[src/rtl/mapache64_pkg.sv]
// Shared types for the controller poller.
package mapache64_pkg;

    // Poll sequencer states.
    typedef enum logic [2:0] {
        IDLE,
        LATCH,
        PULSE_LO,
        PULSE_HI,
        COMMIT
    } controller_poll_state_t;

endpackage

[src/rtl/controller_poller_shift_lane.sv]
// One pad's serial capture lane: shift register, committed button state,
// plug detection and sticky new-press flags.
module controller_shift_lane #(
    parameter int B = 8
) (
    input  logic         clk,
    input  logic         rst,
    input  logic         sample_en,
    input  logic         commit,
    input  logic         serial_ni,
    input  logic         ack_i,
    output logic [B-1:0] data_o,
    output logic [B-1:0] pressed_o,
    output logic         detect_o
);

    // shift_q[B:1] holds the buttons (first sample in the MSB), shift_q[0] the detect bit.
    logic [B:0]   shift_q, shift_d;
    logic [B-1:0] data_q, data_d;
    logic [B-1:0] pressed_q, pressed_d;
    logic [B-1:0] new_press;
    logic         conn_q, conn_d;

    // Capture samples, and on commit publish the word and fold in new presses.
    always_comb begin
        shift_d   = shift_q;
        data_d    = data_q;
        pressed_d = pressed_q;
        conn_d    = conn_q;
        new_press = '0;
        if (sample_en) begin
            shift_d = {shift_q[B-1:0], ~serial_ni};
        end
        if (commit) begin
            conn_d    = shift_q[0];
            data_d    = shift_q[0] ? shift_q[B:1] : '0;
            new_press = data_d & ~data_q;
            // A fresh press survives an ack arriving in the same cycle.
            pressed_d = (pressed_q & ~{B{ack_i}}) | new_press;
        end else if (ack_i) begin
            pressed_d = '0;
        end
    end

    // Lane state registers.
    always_ff @(posedge clk or posedge rst) begin
        if (rst) begin
            shift_q   <= '0;
            data_q    <= '0;
            pressed_q <= '0;
            conn_q    <= 1'b0;
        end else begin
            shift_q   <= shift_d;
            data_q    <= data_d;
            pressed_q <= pressed_d;
            conn_q    <= conn_d;
        end
    end

    assign data_o    = data_q;
    assign pressed_o = pressed_q;
    assign detect_o  = conn_q;

endmodule

[src/rtl/controller_poller.sv]
// Polls several serial game pads in lockstep over one shared latch/clock pair
// and commits all pads' button words at once.
module controller_poller
    import mapache64_pkg::*;
#(
    parameter int NUM_CONTROLLERS     = 4,
    parameter int BITS_PER_CONTROLLER = 8,
    parameter int LATCH_PULSE_WIDTH   = 2,
    parameter int CLK_DIV             = 1
) (
    input  logic                                           clk,
    input  logic                                           rst,
    input  logic                                           start_fetch_i,
    output logic                                           clk_o,
    output logic                                           latch_o,
    input  logic [NUM_CONTROLLERS-1:0]                     serial_LIST_ni,
    output logic [NUM_CONTROLLERS*BITS_PER_CONTROLLER-1:0] data_LIST_o,
    output logic [NUM_CONTROLLERS*BITS_PER_CONTROLLER-1:0] pressed_LIST_o,
    input  logic [NUM_CONTROLLERS-1:0]                     ack_i,
    output logic [NUM_CONTROLLERS-1:0]                     connected_o,
    output logic                                           busy_o,
    output logic                                           done_o
);

    localparam int B      = BITS_PER_CONTROLLER;
    localparam int PH_MAX = (LATCH_PULSE_WIDTH > CLK_DIV) ? LATCH_PULSE_WIDTH : CLK_DIV;
    localparam int PH_W   = (PH_MAX > 1) ? $clog2(PH_MAX) : 1;
    localparam int BIT_W  = $clog2(B);

    controller_poll_state_t state_q, state_d;
    logic [PH_W-1:0]  phase_q, phase_d;
    logic [BIT_W-1:0] bit_q, bit_d;
    logic             start_q;
    logic             go;
    logic             sample_en;
    logic             commit;

    // Only a rising edge of the fetch strobe may launch a poll.
    assign go = start_fetch_i & ~start_q;

    // Sequencer: latch pulse, B clock pulses, then one commit cycle.
    always_comb begin
        state_d   = state_q;
        phase_d   = phase_q;
        bit_d     = bit_q;
        sample_en = 1'b0;
        commit    = 1'b0;
        case (state_q)
            IDLE: begin
                if (go) begin
                    state_d = LATCH;
                    phase_d = '0;
                end
            end
            LATCH: begin
                if (phase_q == PH_W'(LATCH_PULSE_WIDTH - 1)) begin
                    sample_en = 1'b1;
                    state_d   = PULSE_LO;
                    phase_d   = '0;
                    bit_d     = '0;
                end else begin
                    phase_d = phase_q + 1'b1;
                end
            end
            PULSE_LO: begin
                if (phase_q == PH_W'(CLK_DIV - 1)) begin
                    state_d = PULSE_HI;
                    phase_d = '0;
                end else begin
                    phase_d = phase_q + 1'b1;
                end
            end
            PULSE_HI: begin
                if (phase_q == PH_W'(CLK_DIV - 1)) begin
                    sample_en = 1'b1;
                    phase_d   = '0;
                    if (bit_q == BIT_W'(B - 1)) begin
                        state_d = COMMIT;
                    end else begin
                        bit_d   = bit_q + 1'b1;
                        state_d = PULSE_LO;
                    end
                end else begin
                    phase_d = phase_q + 1'b1;
                end
            end
            COMMIT: begin
                commit  = 1'b1;
                state_d = IDLE;
            end
            default: state_d = IDLE;
        endcase
    end

    // Sequencer registers and start-edge register.
    always_ff @(posedge clk or posedge rst) begin
        if (rst) begin
            state_q <= IDLE;
            phase_q <= '0;
            bit_q   <= '0;
            start_q <= 1'b0;
        end else begin
            state_q <= state_d;
            phase_q <= phase_d;
            bit_q   <= bit_d;
            start_q <= start_fetch_i;
        end
    end

    assign clk_o   = (state_q != PULSE_LO);
    assign latch_o = (state_q == LATCH);
    assign busy_o  = (state_q != IDLE);
    assign done_o  = (state_q == COMMIT);

    generate
        for (genvar gi = 0; gi < NUM_CONTROLLERS; gi++) begin : g_lane
            controller_shift_lane #(.B(B)) u_lane (
                .clk       (clk),
                .rst       (rst),
                .sample_en (sample_en),
                .commit    (commit),
                .serial_ni (serial_LIST_ni[gi]),
                .ack_i     (ack_i[gi]),
                .data_o    (data_LIST_o[gi*B +: B]),
                .pressed_o (pressed_LIST_o[gi*B +: B]),
                .detect_o  (connected_o[gi])
            );
        end
    endgenerate

endmodule
[config.mk]
export PLATFORM = sky130hd
export DESIGN_NAME = controller_poller
export DESIGN_NICKNAME = d
export VERILOG_FILES = /design/src/rtl/mapache64_pkg.sv /design/src/rtl/controller_poller_shift_lane.sv /design/src/rtl/controller_poller.sv
export SDC_FILE = /design/constraint.sdc
export NUM_CORES = 1
export LEC_CHECK = 0
export BUFFER_PORTS_ARGS = -buffer_cell sky130_fd_sc_hd__clkbuf_2
export CAP_MARGIN = 0
export CELL_PAD_IN_SITES_DETAIL_PLACEMENT = 0
export CELL_PAD_IN_SITES_GLOBAL_PLACEMENT = 1
export CORE_MARGIN = 3
export CORE_UTILIZATION = 43
export DETAILED_ROUTE_END_ITERATION = 8
export PLACE_DENSITY = 0.75
export SYNTH_ARGS = -nofsm -noshare
export SYNTH_HDL_FRONTEND = slang
export SYNTH_HIERARCHICAL = 1
export SYNTH_SLANG_ARGS = --single-unit
[constraint.sdc]
create_clock -name clk -period 2.6 [get_ports clk]
set_input_delay 0.13 -clock clk [delete_from_list [all_inputs] [get_ports clk]]
set_output_delay 0.13 -clock clk [all_outputs]
set_load 0.05 [all_outputs]
==> out/qor.yml, run 1 <==
status:
  status: "completed"
hold_path:
  holdPathStages: 2
  min_to: "g_lane[1].u_lane/pressed_o[7]$_DFFE_PP0P_"
  hp-start: "ack_i[1]"
  hp-class: "primary input to flip-flop"
yosys:
  synth_nets: 395
  syn_area_um2: 4460
  yosysTopAreaCell: "dfrtp_1"
  synth_cells: 382
  seq_area_frac_synth_pct: 62.9
  syn_avg_cell_area_um2: 11.7
  synth_area_leaders: "dfrtp_1, inv_1, a22o_2, o32ai_1, o21ai_0"
  ys_types: 34
  yosys_warnings: 6
  synth_top_area_share_pct: 62.9
  yosys_register_bits: 112
timing:
  rsz0062_at_grt: "no"
  period_minus_slack_ns: 1.93
  worst_clock_skew_ns: 0.0132
  final.period_utilization_pct: 74.2
  hold_violations: 0
  finalMaxSlewViolations: 0
  setup_violations: 0
  tightest_slew_ns: 0.974
  fmax_ghz: 0.518
  fin_setup_tns_ns: 0
  max_slew_margin_pct: 35.0
clocking:
  cts-root-buf: "clkbuf_8"
  htree_num_levels: 3
  cts_buffers: 9
  cts_tree: "built"
  clock_path_buffers: 2
  clock_latency_ns: 0.36
  clock_sinks: 112
  path_clk_slew_ns: 0.10
floorplanning:
  ios: 83
  rows: 36
  die_area_um2: 11600
  start_util_pct: 45.0
  die_x_um: 108
  coreArea_um2: 9910
  die_h_um: 108
power_and_ir_drop:
  clkPwrFrac_pct: 21.1
  p_seq_share_pct: 46.3
  combPwrFrac_pct: 32.6
  max-vdd-ir-drop_mv: 0.742
  intPower_mw: 3.33
  p_sw_share_pct: 38.5
  leakage_nw: 2.61
  power_density_nw_per_um2: 1030
  p_switching_mw: 2.08
final_layout:
  layout_commonest_cell: "dfrtp_1"
  final_nets: 484
  synthToLayoutAreaGrowth_pct: 18.3
  final_core_util_pct: 53.2
  design_area_um2: 5270
  drive_gt1_share_pct: 30.9
  diodes: 0
  stdcell_count: 609
  final_cell_mix: "dfrtp_1, clkbuf_2, inv_1"
worst_setup_path:
  r2r_end: "g_lane[0].u_lane/shift_q[6]$_DFFE_PP0P_"
  start_kind: "flip-flop"
  arrival_ns: 1.80
  r2r.worst_path.cells: 4
  crit_family: "buffers and inverters"
  reg2reg_slack_ns: 0.76
  cp_slowest_cell: "dfrtp_1"
  cp.depth: 3
  crit_type: "flip-flop to output port"
  crit_buf_inv: 2
  timing.rr.start: "state_q[1]$_DFFE_PP0P_"
  critical_path.cell_chain: "nor3b_4 -> buf_4 -> clkbuf_2"
  cp.required_ns: 2.47
  cpPeakStageDelay_ns: 0.57
  endpoint_kind: "output port"
  cp_max_fo: 29
job:
  drv_cap: 0
route:
  viasPerCell: 5.04
  drc: 0
  routed_wl_um: 9210
  vias: 3071
  drt_iter0_drc: 127
  post_drt_wl_per_cell_um: 15.1
  ant_nets: 0
  drtPass1Iterations: 4
placed_design:
  hpwl_um: 6390
  placed_area_um2: 4990
  io_buffers: 82
  place_inst: 587
  place.gp.congestion: 0.736
global_route:
  grt_pass1_vias: 3112
  antenna_found_initial: 0
  grt_pass1_wl_um: 15600
  grt_overflow: 0
  grtUsageTotal_pct: 16.8
  grt_max_degree: 33
-- power groups by stage --
stage          registers, mW  clock network (mW)  logic, mW
2_1_floorplan           2.74                   0       1.12
3_3_place_gp            2.53                   0       1.74
3_5_place_dp            2.54                   0       1.78
4_1_cts                 2.51                1.18       1.79
5_1_grt                 2.57                1.25       1.97
6_report                2.51                1.14       1.77
-- per-stage QoR --
stage	power [mW]	hold slack, ns	worst slack [ns]
after CTS	5.47	0.0609	0.641
after global placement	4.26	0.172	0.834
after global routing	5.79	0.0798	0.569
after floorplan	3.86	-0.0543	0.409
final	5.42	0.0815	0.671
after detailed placement	4.32	0.181	0.763
-- registers in the layout, summed over array words and instances (netlist names) --
register and count:
state_q 3, g_lane.u_lane/pressed_o 32, start_q 1, phase_q 1
g_lane.u_lane/shift_q 36, g_lane.u_lane/detect_o 4, bit_q 3, g_lane.u_lane/data_o 32
-- worst reg2reg max path, delay by kind of cell (launching register included) --
family	cells	cell delay, ns
xor gates and xnor gates	1	0.22
DFF	1	0.66
muxes	1	0.35
buffers and inverters	1	0.25
and+or+nand+nor	1	0.26
-- cells in the mapped netlist, drive strengths merged --
| cell | n |
|---|---|
| a21o | 4 |
| a21oi | 4 |
| a22o | 27 |
| a22oi | 2 |
| a32o | 8 |
| and2 | 4 |
| and2b | 2 |
| and3 | 1 |
| buf | 10 |
| clkbuf | 4 |
| dfrtp | 112 |
| ha | 2 |
| inv | 74 |
| mux2 | 8 |
| mux2i | 1 |
| nand2 | 32 |
| nand2b | 2 |
| nand3 | 8 |
| nand4bb | 1 |
| nor2 | 8 |
| nor2b | 2 |
| nor3 | 2 |
| nor3b | 2 |
| o21ai | 34 |
| o22ai | 2 |
| o32ai | 24 |
| or3 | 1 |
| xnor2 | 1 |
-- cells by family after synthesis --
| logic type | count (synthesis) | synth area share, % |
|---|---|---|
| DFF | 112 | 62.9 |
| adders and majority gates | 2 | 0.561 |
| and+or+nand+nor | 65 | 7.38 |
| muxes | 9 | 2.25 |
| AOI/OAI and AO/OA | 105 | 18.2 |
| buffers and inverters | 88 | 8.56 |
| xor gates and xnor gates | 1 | 0.197 |
-- worst max-delay path by stage --
stage | start | end | slack, ns
final | state_q[1]$_DFFE_PP0P_ | done_o | 0.67
after floorplan | state_q[1]$_DFFE_PP0P_ | g_lane[0].u_lane/data_o[0]$_DFFE_PP0P_ | 0.41
after detailed placement | state_q[1]$_DFFE_PP0P_ | g_lane[0].u_lane/shift_q[6]$_DFFE_PP0P_ | 0.76
after global placement | state_q[1]$_DFFE_PP0P_ | g_lane[0].u_lane/shift_q[6]$_DFFE_PP0P_ | 0.83
after global routing | state_q[1]$_DFFE_PP0P_ | done_o | 0.57
after CTS | state_q[1]$_DFFE_PP0P_ | done_o | 0.64
-- metal layers --
layer | GRT usage [%] | wire (um) | part of all wire (%)
met1 | 24.4 | 4550 | 49
met2 | 26.0 | 4230 | 46
met3 | 2.28 | 301 | 3.3
met4 | 5.50 | 123 | 1.3
met5 | 0 | 0 | 0
-- final cells by class --
class	instances	area, um2
Fill cell	917	4640
Sequential cell	112	2800
Multi-Input combinational cell	182	1290
Timing Repair Buffer	92	513
Inverter	74	278
Tap cell	133	166
Clock buffer	10	138
Clock inverter	6	90.1
-- what timing repair did --
action,CTS,global route
setup endpoints to repair,0,0
setup buffers,0,0
endpoints found under the hold margin,13,0
hold buffers,6,0
gates resized for setup,0,0
(Power assumes the default switching activity.)
==> run 2: changes to the inputs <==
- clock period: 2.6 -> 1.8 ns (I/O delays scaled with it)
==> out/qor.yml, run 2 (same netlist as run 1, synthesis figures left out) <==
status:
  status: "completed"  # unchanged
global_route:
  antenna_found_initial: 0  # unchanged
  grt_pass1_vias: 3087  # was 3112
  grt_max_degree: 33  # unchanged
  grt_overflow: 0  # unchanged
  grtUsageTotal_pct: 17.3  # was 16.8%
  grt_pass1_wl_um: 15800  # was 15600 um
floorplanning:
  die_x_um: 108  # unchanged
  die_area_um2: 11600  # unchanged
  start_util_pct: 45.0  # unchanged
  die_h_um: 108  # unchanged
  ios: 83  # unchanged
  coreArea_um2: 9910  # unchanged
  rows: 36  # unchanged
clocking:
  htree_num_levels: 3  # unchanged
  cts-root-buf: "clkbuf_8"  # unchanged
  post_cts_buffers: 0  # unchanged
  clock_path_buffers: 2  # unchanged
  path_clk_slew_ns: 0.09  # was 0.10 ns
  cts_buffers: 9  # unchanged
  post_cts_resized: 0  # unchanged
  clock_latency_ns: 0.37  # was 0.36 ns
  cts_hold_buffers: 6  # unchanged
  cts_tree: "built"  # unchanged
  clock_sinks: 112  # unchanged
route:
  drt_iter0_drc: 94  # was 127
  ant_nets: 0  # unchanged
  viasPerCell: 5.08  # was 5.04
  drc: 0  # unchanged
  routed_wl_um: 9330  # was 9210 um
  post_drt_wl_per_cell_um: 15.1  # about the same
  drtPass1Iterations: 4  # unchanged
  vias: 3127  # was 3071
timing:
  fmax_ghz: 0.602
  rsz0062_at_grt: "no"  # unchanged
  final.period_utilization_pct: 92.3
  fin_setup_tns_ns: 0  # unchanged
  tightest_slew_ns: 0.326  # was 0.974 ns
  setup_violations: 0  # unchanged
  hold_violations: 0  # unchanged
  worst_clock_skew_ns: 0.00925  # was 0.0132 ns
  max_slew_margin_pct: 78.1  # was 35.0%
  finalMaxSlewViolations: 0  # unchanged
  period_minus_slack_ns: 1.66
worst_setup_path:
  arrival_ns: 1.57  # was 1.80 ns
  start_kind: "flip-flop"  # unchanged
  cp.required_ns: 1.71  # was 2.47 ns
  cp_max_fo: 11  # was 29
  endpoint_kind: "output port"  # unchanged
  crit_type: "flip-flop to output port"  # unchanged
job:
  drv_cap: 0  # unchanged
power_and_ir_drop:
  max-vdd-ir-drop_mv: 0.863  # was 0.742 mV
  leakage_nw: 2.64  # was 2.61 nW
  power.total_mw: 7.67  # was 5.42 mW
  power_density_nw_per_um2: 1440  # was 1030 nW/um2
placed_design:
  placed_area_um2: 5070  # was 4990 um2
  place.gp.congestion: 0.753  # was 0.736
  io_buffers: 82  # unchanged
  hpwl_um: 6530  # was 6390 um
final_layout:
  diodes: 0  # unchanged
  synthToLayoutAreaGrowth_pct: 19.3  # was 18.3%
  multi_input_area_um2: 1290  # unchanged
  largest_reg_flops: 36  # unchanged
  drive_gt1_share_pct: 31.9  # was 30.9%
  top_register: "g_lane.u_lane/shift_q"  # unchanged
  final_cell_mix: "dfrtp_1, clkbuf_2, inv_1"  # unchanged
  seq_area_um2: 2800  # unchanged
  final_nets: 491  # was 484
  n_fill_cell: 919  # was 917
  layout_commonest_cell: "dfrtp_1"  # unchanged
  design_area_um2: 5320  # was 5270 um2
hold_path:
  hp-class: "primary input to flip-flop"  # unchanged
==> run 2: worst max-delay path, stage by stage (launching register included) <==
cell and delay, ns:
dfrtp_1 0.45, buf_4 0.20, or3_1 0.31, clkbuf_2 0.24
==> run 2: per-stage QoR <==
stage	setup slack, ns	util (%)	hold WS, ns	std cells
after global placement	0.340	51.1	0.135	594
after global routing	0.0551	53.7	0.0187	616
after CTS	0.113	53.7	0.00858	616
final	0.138	53.7	0.0331	616
after floorplan	-0.391	-	-0.0943	382
after detailed placement	0.287	51.1	0.137	594
==> run 2: layout make-up <==
class / count / share of cell area (%)
clock buffers: 12 / 3.11
clock inverters: 4 / 0.494
inverters: 74 / 5.22
multi-input cells: 182 / 24.2
flip-flops and latches: 112 / 52.7
well taps: 133 / 3.13
repair buffers: 99 / 11.2
==> run 2: path summary, 6_finish.rpt <==
| check | startpoint | end | slack (ns) | cells past startpoint |
|---|---|---|---|---|
| worst max-delay path | state_q[1]$_DFFE_PP0P_ | busy_o | 0.14 | 3 |
| worst min-delay path | ack_i[3] | g_lane[3].u_lane/pressed_o[7]$_DFFE_PP0P_ | 0.03 | 2 |
| worst max register to register | state_q[1]$_DFFE_PP0P_ | g_lane[1].u_lane/shift_q[0]$_DFFE_PP0P_ | 0.24 | 6 |
| worst min register to register | g_lane[0].u_lane/detect_o$_DFFE_PP0P_ | g_lane[0].u_lane/detect_o$_DFFE_PP0P_ | 0.50 | 1 |
| max in group asynchronous | rst | g_lane[3].u_lane/shift_q[1]$_DFFE_PP0P_ | 1.17 | 4 |
| min in group asynchronous | rst | state_q[1]$_DFFE_PP0P_ | 0.28 | 3 |
==> run 2: power breakdown <==
part           leakage (nW)  switching, mW  internal, mW
clock                0.0988          0.821         0.619
sequential             1.50          0.495          3.07
combinational          1.04           1.71         0.955
==> run 2: layer usage <==
| metal | global-route usage, % | vias to the layer above | share of wire (%) |
|---|---|---|---|
| met3 | 3.66 | 9 | 4.7 |
| met2 | 25.8 | 71 | 45 |
| met1 | 25.2 | 1543 | 49 |
| met4 | 5.86 | 0 | 1.3 |
| li1 | - | 1504 | - |
| met5 | 0 | - | 0 |
